===== src/rtl/key_inv_expander.sv =====
// ============================================================================
//  Module      : key_inv_expander
//  Description : AES-128 decryption key schedule; walks round keys RK10->RK0,
//                optionally expanding forward from the cipher key first.
//  Revision    : 1.0  initial release
// ============================================================================
`default_nettype none

module key_inv_expander #(
  parameter int NR = 10
) (
  input  logic         clk,
  input  logic         rst,
  input  logic         load,
  input  logic         load_last,
  input  logic         next,
  input  logic [127:0] key_in,
  output logic [127:0] key_out,
  output logic [3:0]   round,
  output logic         ready
);

  localparam logic [1:0] S_IDLE   = 2'd0;
  localparam logic [1:0] S_EXPAND = 2'd1;
  localparam logic [1:0] S_READY  = 2'd2;

  localparam logic [3:0] c_last = 4'(NR);

  // GF(2^8) multiply modulo x^8+x^4+x^3+x+1
  function automatic logic [7:0] gf_mul(input logic [7:0] a, input logic [7:0] b);
    logic [7:0] p;
    logic [7:0] aa;
    logic [7:0] bb;
    p  = 8'h00;
    aa = a;
    bb = b;
    for (int i = 0; i < 8; i++) begin
      if (bb[0]) p = p ^ aa;
      aa = {aa[6:0], 1'b0} ^ (aa[7] ? 8'h1b : 8'h00);
      bb = {1'b0, bb[7:1]};
    end
    return p;
  endfunction

  // Multiplicative inverse as x^254; maps 0 to 0 as the S-box requires
  function automatic logic [7:0] gf_inv(input logic [7:0] x);
    logic [7:0] r;
    logic [7:0] base;
    logic [7:0] e;
    r    = 8'h01;
    base = x;
    e    = 8'hfe;
    for (int i = 0; i < 8; i++) begin
      if (e[i]) r = gf_mul(r, base);
      base = gf_mul(base, base);
    end
    return r;
  endfunction

  function automatic logic [7:0] sbox(input logic [7:0] x);
    logic [7:0] b;
    b = gf_inv(x);
    return b ^ {b[6:0], b[7]} ^ {b[5:0], b[7:6]} ^ {b[4:0], b[7:5]}
             ^ {b[3:0], b[7:4]} ^ 8'h63;
  endfunction

  function automatic logic [7:0] rcon(input logic [3:0] idx);
    logic [7:0] v;
    case (idx)
      4'd1:    v = 8'h01;
      4'd2:    v = 8'h02;
      4'd3:    v = 8'h04;
      4'd4:    v = 8'h08;
      4'd5:    v = 8'h10;
      4'd6:    v = 8'h20;
      4'd7:    v = 8'h40;
      4'd8:    v = 8'h80;
      4'd9:    v = 8'h1b;
      4'd10:   v = 8'h36;
      default: v = 8'h00;
    endcase
    return v;
  endfunction

  logic [1:0]   r_state;
  logic [127:0] r_key;
  logic [3:0]   r_round;
  logic         r_ready;

  logic [31:0]  w_w0, w_w1, w_w2, w_w3;
  logic [31:0]  w_w1p, w_w2p, w_w3p;
  logic [31:0]  w_sub_in, w_rot, w_sub, w_t;
  logic [31:0]  w_f0, w_f1, w_f2, w_f3;
  logic [3:0]   w_rcon_idx;
  logic         w_fwd_sel;
  logic [127:0] w_fwd, w_inv;

  assign {w_w0, w_w1, w_w2, w_w3} = r_key;

  assign w_w3p = w_w3 ^ w_w2;
  assign w_w2p = w_w2 ^ w_w1;
  assign w_w1p = w_w1 ^ w_w0;

  // One SubWord shared by both directions; only the source word and Rcon index differ
  assign w_fwd_sel  = (r_state == S_EXPAND);
  assign w_sub_in   = w_fwd_sel ? w_w3 : w_w3p;
  assign w_rcon_idx = w_fwd_sel ? (r_round + 4'd1) : r_round;
  assign w_rot      = {w_sub_in[23:0], w_sub_in[31:24]};

  generate
    for (genvar gi = 0; gi < 4; gi++) begin : g_sbox
      assign w_sub[8*gi +: 8] = sbox(w_rot[8*gi +: 8]);
    end
  endgenerate

  assign w_t = w_sub ^ {rcon(w_rcon_idx), 24'h000000};

  // The new w0 has the same form in both directions
  assign w_f0 = w_w0 ^ w_t;
  assign w_f1 = w_w1 ^ w_f0;
  assign w_f2 = w_w2 ^ w_f1;
  assign w_f3 = w_w3 ^ w_f2;

  assign w_fwd = {w_f0, w_f1, w_f2, w_f3};
  assign w_inv = {w_f0, w_w1p, w_w2p, w_w3p};

  always_ff @(posedge clk) begin
    if (rst) begin
      r_state <= S_IDLE;
      r_key   <= '0;
      r_round <= 4'd0;
      r_ready <= 1'b0;
    end else if (load) begin
      r_state <= S_EXPAND;
      r_key   <= key_in;
      r_round <= 4'd0;
      r_ready <= 1'b0;
    end else if (load_last) begin
      r_state <= S_READY;
      r_key   <= key_in;
      r_round <= c_last;
      r_ready <= 1'b1;
    end else begin
      case (r_state)
        S_EXPAND: begin
          r_key   <= w_fwd;
          r_round <= r_round + 4'd1;
          if (r_round == c_last - 4'd1) begin
            r_state <= S_READY;
            r_ready <= 1'b1;
          end
        end
        S_READY: begin
          if (next && (r_round != 4'd0)) begin
            r_key   <= w_inv;
            r_round <= r_round - 4'd1;
          end
        end
        default: ;
      endcase
    end
  end

  assign key_out = r_key;
  assign round   = r_round;
  assign ready   = r_ready;

endmodule

`default_nettype wire


===== config.mk =====
export PLATFORM = sky130hd
export DESIGN_NAME = key_inv_expander
export DESIGN_NICKNAME = d
export VERILOG_FILES = /design/src/rtl/key_inv_expander.sv
export SDC_FILE = /design/constraint.sdc
export NUM_CORES = 2
export LEC_CHECK = 0
export ABC_CLOCK_PERIOD_IN_PS = 41100
export BUFFER_PORTS_ARGS = -buffer_cell sky130_fd_sc_hd__buf_4
export CAP_MARGIN = 5
export CORE_MARGIN = 4
export CORE_UTILIZATION = 55
export CTS_CLUSTER_DIAMETER = 40
export DETAILED_ROUTE_END_ITERATION = 16
export PLACE_DENSITY = 0.8
export SYNTH_ARGS = -nofsm -noshare
export SYNTH_HDL_FRONTEND = slang
export SYNTH_SLANG_ARGS = --single-unit

===== constraint.sdc =====
create_clock -name clk -period 41.1 [get_ports clk]
set_input_delay 2.055 -clock clk [delete_from_list [all_inputs] [get_ports clk]]
set_output_delay 2.055 -clock clk [all_outputs]
set_load 0.03 [all_outputs]

==> impl_metrics.env <==
export IMPL_synth_warnings=0
export IMPL_die_w_um=361.0
export IMPL_status="complete, no violations"
export IMPL_syn_area_mm2=0.06854
export IMPL_cts_buffer_depth=2
export IMPL_cp_start_kind="register"
export IMPL_die_y_um=361.0
export IMPL_drt_iter0_markers=8856
export IMPL_gp_congestion=0.9784
export IMPL_path_class="register to register"
export IMPL_critical_path_peak_fanout=46
export IMPL_cp_startpoint="r_state[1]"
export IMPL_cts_root_buf="clkbuf_16"
export IMPL_cts_tree="done"
export IMPL_routed_via_density=6.311
export IMPL_max_freq_mhz=46.48
export IMPL_r2r_end="key_out[58]"
export IMPL_r2r_start="r_state[1]"
export IMPL_critical_path_required_ns=41.53
export IMPL_final_net_count=9167
export IMPL_row_count=129
export IMPL_io_pins=266
export IMPL_cpPeakStageDelay_ns=0.88
export IMPL_start_util_pct=55.37
export IMPL_layout_commonest_cell="xnor2_1"
export IMPL_grt_pass1_vias=61586
export IMPL_slowest_stage="xnor2_2"
export IMPL_ys_types=121
export IMPL_hold_viol=0
export IMPL_finalCritPeriodShare_pct=52.35
export IMPL_synth_area_leader_cell="xnor2_1"
export IMPL_hold_depth=2
export IMPL_totalWireLength_mm=224.4
export IMPL_maxSlewHeadroom_pct=8.970
export IMPL_path_clk_slew_ns=0.07
export IMPL_critical_path_top_delay_family="XOR/XNOR gates"
export IMPL_dp_final_hpwl_mm=166.2
export IMPL_h_tree_depth=4
export IMPL_core_area_mm2=0.1238
export IMPL_syn_inst=9147
export IMPL_cts_sinks=134
export IMPL_hold_end="r_state[0]"
export IMPL_first_pass_iters=9
export IMPL_synth_edf_count=0
export IMPL_drt_drc_violations_left=0
export IMPL_yosysSeqAreaShare_pct=3.914
export IMPL_grt_pass1_wl_mm=349.9
export IMPL_grt_setup_unrepaired="no"
export IMPL_synthFlopType="dfxtp_1"
export IMPL_antenna_found_initial=8
export IMPL_area_growth_pct=5.693
export IMPL_syn_avg_cell_area_um2=7.494
export IMPL_final_cell_mix="xnor2_1, nor2_1, nand2_1, a21oi_1, xor2_1"
export IMPL_period_needed_ns=21.52
export IMPL_arrival_ns=21.95
export IMPL_ys_seq_elements=134
export IMPL_ctsResizeCount=0
export IMPL_hold_buffers=0
export IMPL_netlist_area_leader_share_pct=20.32
export IMPL_clock_latency_ns=0.51
export IMPL_post_cts_buffers=0
export IMPL_layout_drive_gt1_share_pct=10.19
export IMPL_hold_class="register to register"
export IMPL_die_area_mm2=0.1303
export IMPL_cp_depth=58
export IMPL_gr_usage_all_layers_pct=32.58
export IMPL_reg2reg_slack_ns=19.58
export IMPL_cts_made_buffers=17
export IMPL_setup_tns_ns=0
export IMPL_drv_cap=0
export IMPL_ff2ff_path_depth=58
export IMPL_finClkSkew_ns=0.02017
export IMPL_io_buffer_count=265
export IMPL_cpMostUsedCell="xnor3_1"
export IMPL_hp_start="r_state[0]"
export IMPL_final_util_pct=58.52
export IMPL_async_flop_share_pct=0
export IMPL_yosys_top_cells_area="xnor2_1, xnor3_1, nor2_1"
export IMPL_wl_per_cell_um=21.05
export IMPL_tightest_slew_ns=1.361
export IMPL_cp_end_kind="register"
export IMPL_synthesis_nets=9308
export IMPL_drv_slew=0
export IMPL_hold_slack_ns=0.5860
export IMPL_crit_buf_inv=5
export IMPL_grt_max_degree=78
export IMPL_ant_nets=0
export IMPL_num_vias=67270
export IMPL_finalSetupViolCount=0
export IMPL_grt_overflow=0
-- final cells by class --
class / instances / area, µm²
Sequential cell: 134 / 2683
Fill cell: 11105 / 51350
Clock buffer: 22 / 474.2
Antenna cell: 5 / 12.51
Timing Repair Buffer: 487 / 3660
Tap cell: 1637 / 2048
Multi-Input combinational cell: 8243 / 63010
Clock inverter: 9 / 92.59
Inverter: 123 / 464.2
-- worst min-delay path: cells and delay by family, from the launching register on --
kind	cells	cell delay, ns
simple gates	1	0.05
flops	1	0.35
compound gates	1	0.14
-- cell families after synthesis --
kind of cell	Yosys count	synth area share, %
XOR/XNOR	2793	48.47
buffers and inverters	770	4.794
flip-flops	134	3.914
multiplexers	275	4.173
adder cells (fa/ha/maj)	28	0.5111
AND/OR/NAND/NOR	3186	20.23
AO/OA/AOI/OAI	1961	17.92
-- layer usage --
metal	wire length (µm)	vias to the layer above	GRT usage, %
met5	273	-	0
met4	6122	6	9.043
met3	26790	442	8.323
met2	99370	3810	51.07
met1	91830	31988	44.49
li1	-	31024	-
-- sequential cells by signal, indices dropped and copies added, names as in the netlist --
name	flops
r_state	2
round	4
key_out	128
-- cell usage after synthesis (all sizes together), types with 32 or more instances --
master  count
mux2       50
xor3       69
and3       39
nor3b      37
o211ai     67
a22oi      91
o22ai     135
nor2     1262
nand2b     61
dfxtp     134
nand2    1086
nand3     154
a21oi     607
xnor2    1709
xnor3     441
or2        32
inv       114
o21ai     507
clkbuf    396
xor2      574
nor2b     101
a211oi     73
or3        58
o21a       36
and2       70
o221ai     35
mux2i     223
nor3      206
a31oi      76
buf       251
-- per-stage QoR --
stage                     setup slack [ns]  instance area, µm²  std cells
final                                19.58               72450      10660
after global routing                 18.44               72440      10658
after CTS                            19.86               72430      10655
after global placement               20.17               71870      10624
after detailed placement             19.93               71870      10624
after floorplan                      24.12               68540       9147
-- worst max path at each step --
stage / endpoint / slack, ns
3_5_place_dp: key_out[29] / 19.93
5_1_grt: key_out[29] / 18.44
4_1_cts: key_out[29] / 19.86
2_1_floorplan: key_out[29] / 24.12
3_3_place_gp: key_out[58] / 20.17
6_report: key_out[58] / 19.58
Power is not shown: default switching activity piles up to over one toggle a cycle in this logic, so the estimate is an artifact.
